**config.mk**
```make
export PLATFORM = sky130hd
export DESIGN_NAME = pulse_scheduler
export DESIGN_NICKNAME = d
export VERILOG_FILES = /design/src/rtl/pulse_scheduler.sv
export SDC_FILE = /design/constraint.sdc
export NUM_CORES = 1
export LEC_CHECK = 0
export CORE_MARGIN = 10
export CORE_UTILIZATION = 30
export DETAILED_ROUTE_END_ITERATION = 16
export SLEW_MARGIN = 20
export SYNTH_ARGS = -nofsm -noshare
export SYNTH_HDL_FRONTEND = slang
export SYNTH_SLANG_ARGS = --single-unit
```
**constraint.sdc**
```tcl
create_clock -name clk -period 3.6 [get_ports clk]
set_input_delay 1.08 -clock clk [delete_from_list [all_inputs] [get_ports clk]]
set_output_delay 1.08 -clock clk [all_outputs]
set_load 0.005 [all_outputs]
```
**src/rtl/pulse_scheduler.sv**
```systemverilog
// pulse_scheduler: one shared pulse timer, round-robin arbitrated among NCH channels.
// Ports: clk/reset (async, active-high), enable, req/sel_long in; busy, pulse_out, grant, pulse_ch, done, count out.
module pulse_scheduler #(
    parameter int NCH       = 4,
    parameter int CHW       = 2,
    parameter int CW        = 8,
    parameter int SHORT_LEN = 5,
    parameter int LONG_LEN  = 20,
    parameter int GAP_LEN   = 2
) (
    input  logic           clk,
    input  logic           reset,
    input  logic           enable,
    input  logic [NCH-1:0] req,
    input  logic [NCH-1:0] sel_long,
    output logic           busy,
    output logic           pulse_out,
    output logic [NCH-1:0] grant,
    output logic [CHW-1:0] pulse_ch,
    output logic [NCH-1:0] done,
    output logic [CW-1:0]  count
);

    if (NCH < 2 || NCH > 8) begin : g_bad_nch
        $error("pulse_scheduler: NCH out of range");
    end
    if (CHW != $clog2(NCH)) begin : g_bad_chw
        $error("pulse_scheduler: CHW must equal clog2(NCH)");
    end
    if (SHORT_LEN < 1 || SHORT_LEN > (2**CW) - 1) begin : g_bad_short
        $error("pulse_scheduler: SHORT_LEN out of range");
    end
    if (LONG_LEN < 1 || LONG_LEN > (2**CW) - 1) begin : g_bad_long
        $error("pulse_scheduler: LONG_LEN out of range");
    end
    if (GAP_LEN < 0 || GAP_LEN > (2**CW) - 1) begin : g_bad_gap
        $error("pulse_scheduler: GAP_LEN out of range");
    end

    localparam logic [CW-1:0] SLEN  = CW'(SHORT_LEN);
    localparam logic [CW-1:0] LLEN  = CW'(LONG_LEN);
    localparam logic [CW-1:0] GLAST = CW'((GAP_LEN > 0) ? GAP_LEN - 1 : 0);

    typedef enum logic [1:0] {
        S_IDLE,
        S_ACTIVE,
        S_GAP
    } state_t;

    state_t         state_q, state_d;
    logic [CW-1:0]  count_q, count_d;
    logic [CW-1:0]  len_q, len_d;
    logic [CHW-1:0] ch_q, ch_d;
    logic [CHW-1:0] last_q, last_d;

    logic           win_found;
    logic [CHW-1:0] win_idx;
    logic [CHW-1:0] scan_idx;

    // Rotating priority: scan upward starting just after the last winner.
    always_comb begin
        win_found = 1'b0;
        win_idx   = '0;
        scan_idx  = '0;
        for (int i = 1; i <= NCH; i++) begin
            scan_idx = CHW'((int'(last_q) + i) % NCH);
            if (!win_found && req[scan_idx]) begin
                win_found = 1'b1;
                win_idx   = scan_idx;
            end
        end
    end

    always_comb begin
        state_d   = state_q;
        count_d   = count_q;
        len_d     = len_q;
        ch_d      = ch_q;
        last_d    = last_q;
        busy      = 1'b0;
        pulse_out = 1'b0;
        grant     = '0;
        done      = '0;
        unique case (state_q)
            S_IDLE: begin
                if (enable && win_found) begin
                    state_d = S_ACTIVE;
                    ch_d    = win_idx;
                    last_d  = win_idx;
                    len_d   = sel_long[win_idx] ? LLEN : SLEN;
                    count_d = '0;
                end
            end
            S_ACTIVE: begin
                busy         = 1'b1;
                pulse_out    = 1'b1;
                grant[ch_q]  = 1'b1;
                if (count_q == len_q - 1'b1) begin
                    done[ch_q] = 1'b1;
                    count_d    = '0;
                    state_d    = (GAP_LEN > 0) ? S_GAP : S_IDLE;
                end else begin
                    count_d = count_q + 1'b1;
                end
            end
            S_GAP: begin
                busy = 1'b1;
                if (count_q == GLAST) begin
                    count_d = '0;
                    state_d = S_IDLE;
                end else begin
                    count_d = count_q + 1'b1;
                end
            end
            default: begin
                state_d = S_IDLE;
                count_d = '0;
            end
        endcase
    end

    always_ff @(posedge clk or posedge reset) begin
        if (reset) begin
            state_q <= S_IDLE;
            count_q <= '0;
            len_q   <= SLEN;
            ch_q    <= '0;
            last_q  <= CHW'(NCH - 1);
        end else begin
            state_q <= state_d;
            count_q <= count_d;
            len_q   <= len_d;
            ch_q    <= ch_d;
            last_q  <= last_d;
        end
    end

    assign pulse_ch = ch_q;
    assign count    = count_q;

endmodule
```
==> After elaboration in Yosys (flattened, before gate mapping) <==
Index checks and enable logic that the tools add are counted.
{ "word_totals": {"ff_bits": 22, "latchBits": 0, "ram_bits": 0, "rom_bits": 0, "input_bits": 11, "output_inout_bits": 20, "word_cells": 71, "mem_count": 0} }
{ "classes": {"n_addsub": 6, "multipliers": 0, "div_mod_pow": 0, "order_cmp": 7, "eq_ne": 7, "shift": 0, "mux": 34, "bitwise_logic": 0, "reduce_logical": 12} }
{ "op_table": {"columns": ["operator", "count"], "rows": [
  ["8-bit two-way mux", 3],
  ["8-bit case mux with 3 select lines", 1],
  ["2-bit by 3-bit < comparator with 1-bit output, second input constant", 6],
  ["2-bit two-way mux", 7],
  ["1-bit two-way mux", 12],
  ["4-bit two-way mux", 3],
  ["1-bit binary-select mux with 2-bit select", 5],
  ["8-bit by 1-bit adder with 8-bit output, second input constant", 1],
  ["8-bit by 1-bit == test with 1-bit output, second input constant", 1],
  ["8-bit == test", 1],
  ["8-bit by 1-bit subtractor with 8-bit output, second input constant", 1],
  ["2-bit != test, second input constant", 3],
  ["2-bit case mux with 3 select lines", 1],
  ["1-bit logical AND", 5],
  ["5-bit two-way mux", 1],
  ["2-bit by 1-bit adder with 2-bit output, second input constant", 2],
  ["2-bit adder, second input constant", 2],
  ["1-bit logical NOT", 3],
  ["3-bit AND reduction", 1],
  ["1-bit demux with 2-bit select", 1],
  ["2-bit by 1-bit == test with 1-bit output, second input constant", 1],
  ["2-bit == test, second input constant", 1],
  ["2-bit by 1-bit greater-or-equal comparator with 1-bit output, second input constant", 1],
  ["2-bit logical NOT", 1],
  ["2 further kinds", 2]
]} }

==> Depth between registers and ports, before layout <==
Gate-level depths: netlist of the first run.
{ "logic_depth": {"ltp_word": 16, "ltp_mapped": 7, "mapped_depth_nobuf": 7} }

==> Least setup slack after synthesis of the first run <==
Ideal clock, no wire load.
{ "synth_path": {"kind": "register to output", "start": "reg count_q[3] (netlist: count[3])", "end": "out done[2]", "t_arrival_ps": 1190, "required_ps": 2520, "setup_slack_ps": 1330, "stages_incl_launch_ff": 5, "cell_sequence": "dfrtp_1 nor4_2 o211a_1 nand2_1 nor2_1"} }
{ "synth_between": {"elab_chain_len": 3} }
{ "synth_rtl": {"columns": ["item", "line_no", "rtl"], "rows": [
  ["start, declared", "51", "logic [CW-1:0] count_q, count_d;"],
  ["start signal, assigned", "131", "count_q <= count_d;"],
  ["8-bit == test", "98", "if (count_q == len_q - 1'b1) begin"],
  ["4-bit two-way mux", "98", null],
  ["4-bit two-way mux", "84", "unique case (state_q)"],
  ["end, declared", "20", "output logic [NCH-1:0] done,"]
]} }
No other way between the ends.

==> Worst setup path after layout of the first run <==
{ "layout_path": {"start": "reg count_q[3] (netlist: count[3])", "end": "out done[3]"} }
The elaborated chain is that of the path after synthesis.

==> flow_metrics.tcl, run 1 <==
set metrics [dict create \
    synth_xor_area_share_pct 0.810 \
    cts.clk_slew.worst_paths_ns 0.10 \
    synth_top_area_share_pct 30.1 \
    cts_buffers 3 \
    ir_drop_mv 0.173 \
    cp-end-kind "output pin" \
    relSlewSlack_pct 58.5 \
    ctsHoldBuffers 0 \
    rsz0062_at_grt "no" \
    syn_area_mm2 0.00108 \
    max_stage_delay_ns 0.52 \
    via_count 980 \
    synth-simple-area-share_pct 24.0 \
    grt_usage_pct 9.36 \
    clock.fmax_ghz 0.306 \
    reg2regPathDepth 5 \
    final_max_slew_viol_count 0 \
    root_buffer "clkbuf_4" \
    grt_antenna_before_repair 0 \
    tightestPinTransition_ns 0.622 \
    die_w_um 80.0 \
    synth_compound_area_share_pct 24.0 \
    grt_max_degree 17 \
    syn_area_per_cell_um2 9.32 \
    ys_async_sr_fraction_pct 100 \
    finalCritPeriodShare_pct 90.8 \
    crit_fanout 6 \
    antenna_cells 0 \
    rows 21 \
    synth_nets 132 \
    hpwl_um 2270 \
    power_leakage_nw 0.608 \
    gp_congestion 0.785 \
    synthTopCellsByArea "dfrtp_1 (30%), dfstp_2 (7.3%), ha_1 (5.8%)" \
    cts_setup_buffers 0 \
    hp-class "reg -> reg" \
    overflow 0 \
    post_cts_resized 0 \
    drc 0 \
    post-place-ws_ns 0.645 \
    ys_seq_area_share_pct 37.4 \
    die_h_um 80.0 \
    required_ns 2.52 \
    r2r_start "count[3]$_DFFE_PP0P_" \
    fillers 340 \
    hold_path_depth 2 \
    critPathSlowestCell "clkdlybuf4s50_1" \
    whs_ns 0.539 \
    portBuffers 30 \
    start_util_pct 31.6 \
    io_pins 31 \
    die_area_mm2 0.00640 \
    hold_viol_final 0 \
    grt_pass1_wl_um 4810 \
    avgViaCountPerCell 5.03 \
    cp-start-kind "register" \
    outcome "finished clean" \
    finalSetupViolCount 0 \
    clk_latency_ns 0.30 \
    path_class "reg -> out" \
    cts.htree.levels 1 \
    syn_inst 116 \
    hold_path.startpoint "len_q[4]$_DFFE_PP0P_" \
    cp.arrival_ns 2.19 \
    yosysMostFrequentCell "dfrtp_1" \
    cts_num_sinks 16 \
    clock_skew_ns 0.00210 \
    cts_tree "built" \
    synthMuxAreaShare_pct 3.94 \
    drt_iter0_drc 36 \
    yosys-top-cells-count "dfrtp_1 (13), nor2_1 (12), inv_1 (10), nand2_1 (9), o21ai_0 (7)" \
    grt_pass1_vias 1023 \
    final.min_clock_period_ns 3.27 \
    r2r_end "count[3]$_DFFE_PP0P_" \
    synthFlopType "dfrtp_1" \
    wl_per_cell_um 14.5 \
    area_growth_pct 35.8 \
    synth-seq-cells 16 \
    path_cells "nor4_2 > o211a_1 > nand2_1 > nor2_1 > clkdlybuf4s50_1" \
    drive_above_1_share_pct 14.8 \
    dr.pass1.iters 4 \
    worstHoldEndpoint "len_q[4]$_DFFE_PP0P_" \
    synth_edf_count 0 \
    synth_top_family_by_area "compound AO/OA/AOI/OAI gates" \
    r2r_slack_ns 1.75 \
    cts.path.max_buffers 2 \
    yosys_warnings 0 \
    synth_top_cell_by_area "dfrtp_1" \
    synth_fa_ha_area_share_pct 5.79 \
    fin_ws_ns 0.331 \
    ant_nets 0 \
    setup_tns_ns 0 \
    core_area_mm2 0.00342 \
    final_nets 166 \
    cap_violations 0 \
    routed_wl_um 2830 \
    synth.distinct_cells 42 \
    powerDensity_mw_per_mm2 530 \
]
[final cells by class]
| class | instances | area (µm²) | area share (%) |
|---|---|---|---|
| clock buffers | 4 | 36.3 | 2.47 |
| flip-flops and latches | 16 | 404 | 27.5 |
| inverters | 10 | 37.5 | 2.56 |
| well taps | 46 | 57.6 | 3.92 |
| multi-input cells | 89 | 632 | 43.1 |
| repair buffers | 30 | 300 | 20.5 |
[layout by cell type, fill, tap and decap left out, drive strengths merged, types with 2 or more instances in the layout]
cell | netlist | final
nand3 | 3 | 3
dfstp | 3 | 3
nor3 | 4 | 4
o211ai | 2 | 2
and2 | 3 | 3
clkdlybuf4s50 | 0 | 30
ha | 5 | 5
nand2b | 4 | 4
o21a | 2 | 2
a22o | 5 | 5
a21o | 3 | 3
nor2 | 13 | 13
dfrtp | 13 | 13
and4bb | 2 | 2
a31oi | 3 | 3
nor4 | 2 | 2
mux2i | 2 | 2
o21ai | 7 | 7
mux2 | 2 | 2
inv | 10 | 10
nor2b | 2 | 2
a31o | 2 | 2
clkbuf | 1 | 4
and3 | 2 | 2
nand2 | 9 | 9
[report_power, final]
group,switching (mW),internal (mW)
clock network,0.0637,0.0618
logic,0.166,0.192
registers,0.0572,0.237
total,0.287,0.491
[routing by layer]
layer | GRT usage, % | part of all wire (%)
met3 | 2.03 | 4.2
met5 | 0 | 0
met1 | 11.1 | 47
met2 | 14.9 | 46
met4 | 5.81 | 2.6
[how the worst max path moves through the flow]
stage / start / to / slack, ns
after detailed placement: count[3]$_DFFE_PP0P_ / done[3] / 0.64
final: count[3]$_DFFE_PP0P_ / done[3] / 0.33
after global placement: count[3]$_DFFE_PP0P_ / done[2] / 0.70
after global routing: count[3]$_DFFE_PP0P_ / done[1] / 0.15
after floorplan: count[3]$_DFFE_PP0P_ / done[2] / 1.33
after CTS: count[3]$_DFFE_PP0P_ / done[3] / 0.30
[per-stage QoR]
step | total power [mW] | cell area [µm²] | util [%] | cells
floorplan | 0.507 | 1080 | - | 116
global placement | 0.649 | 1430 | 41.9 | 191
detailed placement | 0.661 | 1430 | 41.9 | 191
CTS | 0.787 | 1470 | 43.0 | 195
global route | 0.840 | 1470 | 43.0 | 195
finish | 0.778 | 1470 | 43.0 | 195
[state kept, by name, indices dropped and copies added, names as in the netlist]
name      flops
pulse_ch      2
last_q        2
state_q       2
count         8
len_q         2
[cells by family after synthesis]
| logic type | count (synthesis) |
|---|---|
| multiplexers | 4 |
| adder cells (fa/ha/maj) | 5 |
| flip-flops | 16 |
| buffers and inverters | 11 |
| AO/OA/AOI/OAI | 32 |
| AND/OR/NAND/NOR | 47 |
| XOR/XNOR | 1 |
[worst max-delay path: cells and delay by family, from the launching register on]
family	cells	cell delay [ns]
and+or+nand+nor	3	0.62
buffers and inverters	1	0.52
AOI/OAI and AO/OA	1	0.30
DFF	1	0.46
Power figures use the tool's default switching activity.
==> run 2, diff against run 1 <==
--- a/config.mk
+++ b/config.mk
@@ -8,6 +8,7 @@
 export CORE_MARGIN = 10
 export CORE_UTILIZATION = 30
 export DETAILED_ROUTE_END_ITERATION = 16
+export GPL_TIMING_DRIVEN = 0
 export SLEW_MARGIN = 20
 export SYNTH_ARGS = -nofsm -noshare
 export SYNTH_HDL_FRONTEND = slang
==> flow_metrics.tcl, run 2 (synthesized netlist as in run 1, its figures left out) <==
set metrics [dict create \
    final_cell_mix "clkdlybuf4s50_1 (30), dfrtp_1 (13), nor2_1 (12)" \
    grt_pass1_vias 1001 \
    grt_antenna_before_repair 0 \
    cts.clk_slew.worst_paths_ns 0.10 \
    final_max_slew_viol_count 0 \
    hp-class "reg -> reg" \
    crit_fanout 6 \
    placed_area_mm2 0.00144 \
    drt-met1-wl_um 1300 \
    comb_power_share_pct 46.8 \
    drc 0 \
    antenna_cells 0 \
    gp_congestion 0.759 \
    hold_viol_final 0 \
    fillers 345 \
    die_w_um 80.0 \
    drt_iter0_drc 83 \
    grt_usage_pct 8.99 \
    path_class "reg -> out" \
    root_buffer "clkbuf_4" \
    cts.path.max_buffers 2 \
    required_ns 2.52 \
    area_growth_pct 36.5 \
    final.min_clock_period_ns 3.26 \
    rsz0062_at_grt "no" \
    route.met2.wl_um 1320 \
    setup_tns_ns 0 \
    rows 21 \
    cp-end-kind "output pin" \
    grt_max_degree 17 \
    wl_per_cell_um 14.2 \
    layout_commonest_cell "clkdlybuf4s50_1" \
    portBuffers 30 \
    sw_frac_of_total_pct 36.3 \
    multi_input_area_um2 632 \
    power_switching_mw 0.282 \
    cp.arrival_ns 2.18 \
    avgViaCountPerCell 5.17 \
    core_area_mm2 0.00342 \
    post_cts_resized 0 \
    powerDensity_mw_per_mm2 527 \
    p_int_mw 0.495 \
    power_leakage_nw 0.613 \
    die_h_um 80.0 \
    pwr-share-seq_pct 37.8 \
    die_area_mm2 0.00640 \
    start_util_pct 31.6 \
    dp_cells 192 \
    clock_skew_ns 0.00811 \
    p_clk_share_pct 15.4 \
    cts_setup_buffers 0 \
    clock.fmax_ghz 0.307 \
    cap_violations 0 \
    wl_met3_um 130 \
    io_pins 31 \
    routed_wl_um 2790 \
    grt_pass1_wl_um 4800 \
    overflow 0 \
    regArea_um2 404 \
    top_layer "met4" \
    cts_tree "built" \
    whs_ns 0.553 \
    cts.htree.levels 1 \
    cts_num_sinks 16 \
    dr.pass1.iters 4 \
    fin_area_mm2 0.00148 \
    largest_register_ffs 8 \
    cts_buffers 3 \
    ant_nets 0 \
    stdcell_count 196 \
    finalCritPeriodShare_pct 90.6 \
    ir_drop_mv 0.201 \
    outcome "finished clean" \
    power.total_mw 0.778 \
    ctsHoldBuffers 0 \
    final_nets 167 \
    relSlewSlack_pct 57.4 \
    clk_latency_ns 0.29 \
    hpwl_um 2250 \
    drive_above_1_share_pct 15.3 \
    finalSetupViolCount 0 \
    tightestPinTransition_ns 0.638 \
    via_count 1013 \
    cp-start-kind "register" \
]
## run 2: stage by stage
stage | util, % | worst slack [ns]
2_1_floorplan | - | 1.33
3_3_place_gp | 42.1 | 0.719
3_5_place_dp | 42.1 | 0.649
4_1_cts | 43.2 | 0.322
5_1_grt | 43.2 | 0.195
6_report | 43.2 | 0.338
## run 2: per-layer routing
metal  GRT usage [%]  vias to the layer above
li1                -                      492
met4            3.70                        0
met5               0                        -
met3            1.69                        4
met1            11.3                      493
met2            14.6                       24
## run 2: path summary, 6_finish.rpt
kind	start	endpoint	depth (start not counted)	slack, ns
setup / recovery	count[3]$_DFFE_PP0P_	done[3]	5	0.34
hold / removal	len_q[4]$_DFFE_PP0P_	len_q[4]$_DFFE_PP0P_	2	0.55
setup reg to reg	count[3]$_DFFE_PP0P_	count[6]$_DFFE_PP0P_	5	1.75
hold reg to reg	len_q[4]$_DFFE_PP0P_	len_q[4]$_DFFE_PP0P_	2	0.55
max in group asynchronous	reset	pulse_ch[1]$_DFFE_PP0P_	2	2.02
min in group asynchronous	reset	count[1]$_DFFE_PP0P_	2	1.16
## run 2: critical path, stage by stage, from the launching register on
cell and delay, ns:
dfrtp_1 0.46, nor4_2 0.42, o211a_1 0.29, nand2_1 0.09
nor2_1 0.11, clkdlybuf4s50_1 0.52
## run 2: layout make-up
type	instances	area share [%]
multi-input combinational	89	42.8
inverter	10	2.54
tap	46	3.90
buffer	1	0.509
timing repair buffer	30	20.4
sequential	16	27.4
clock buffer	4	2.46
## run 2: power by group through the flow
stage	Sequential, mW	Combinational, mW	Clock (mW)
2_1_floorplan	0.285	0.222	0
3_3_place_gp	0.296	0.361	0
3_5_place_dp	0.300	0.367	0
4_1_cts	0.296	0.369	0.125
5_1_grt	0.307	0.415	0.133
6_report	0.294	0.364	0.120
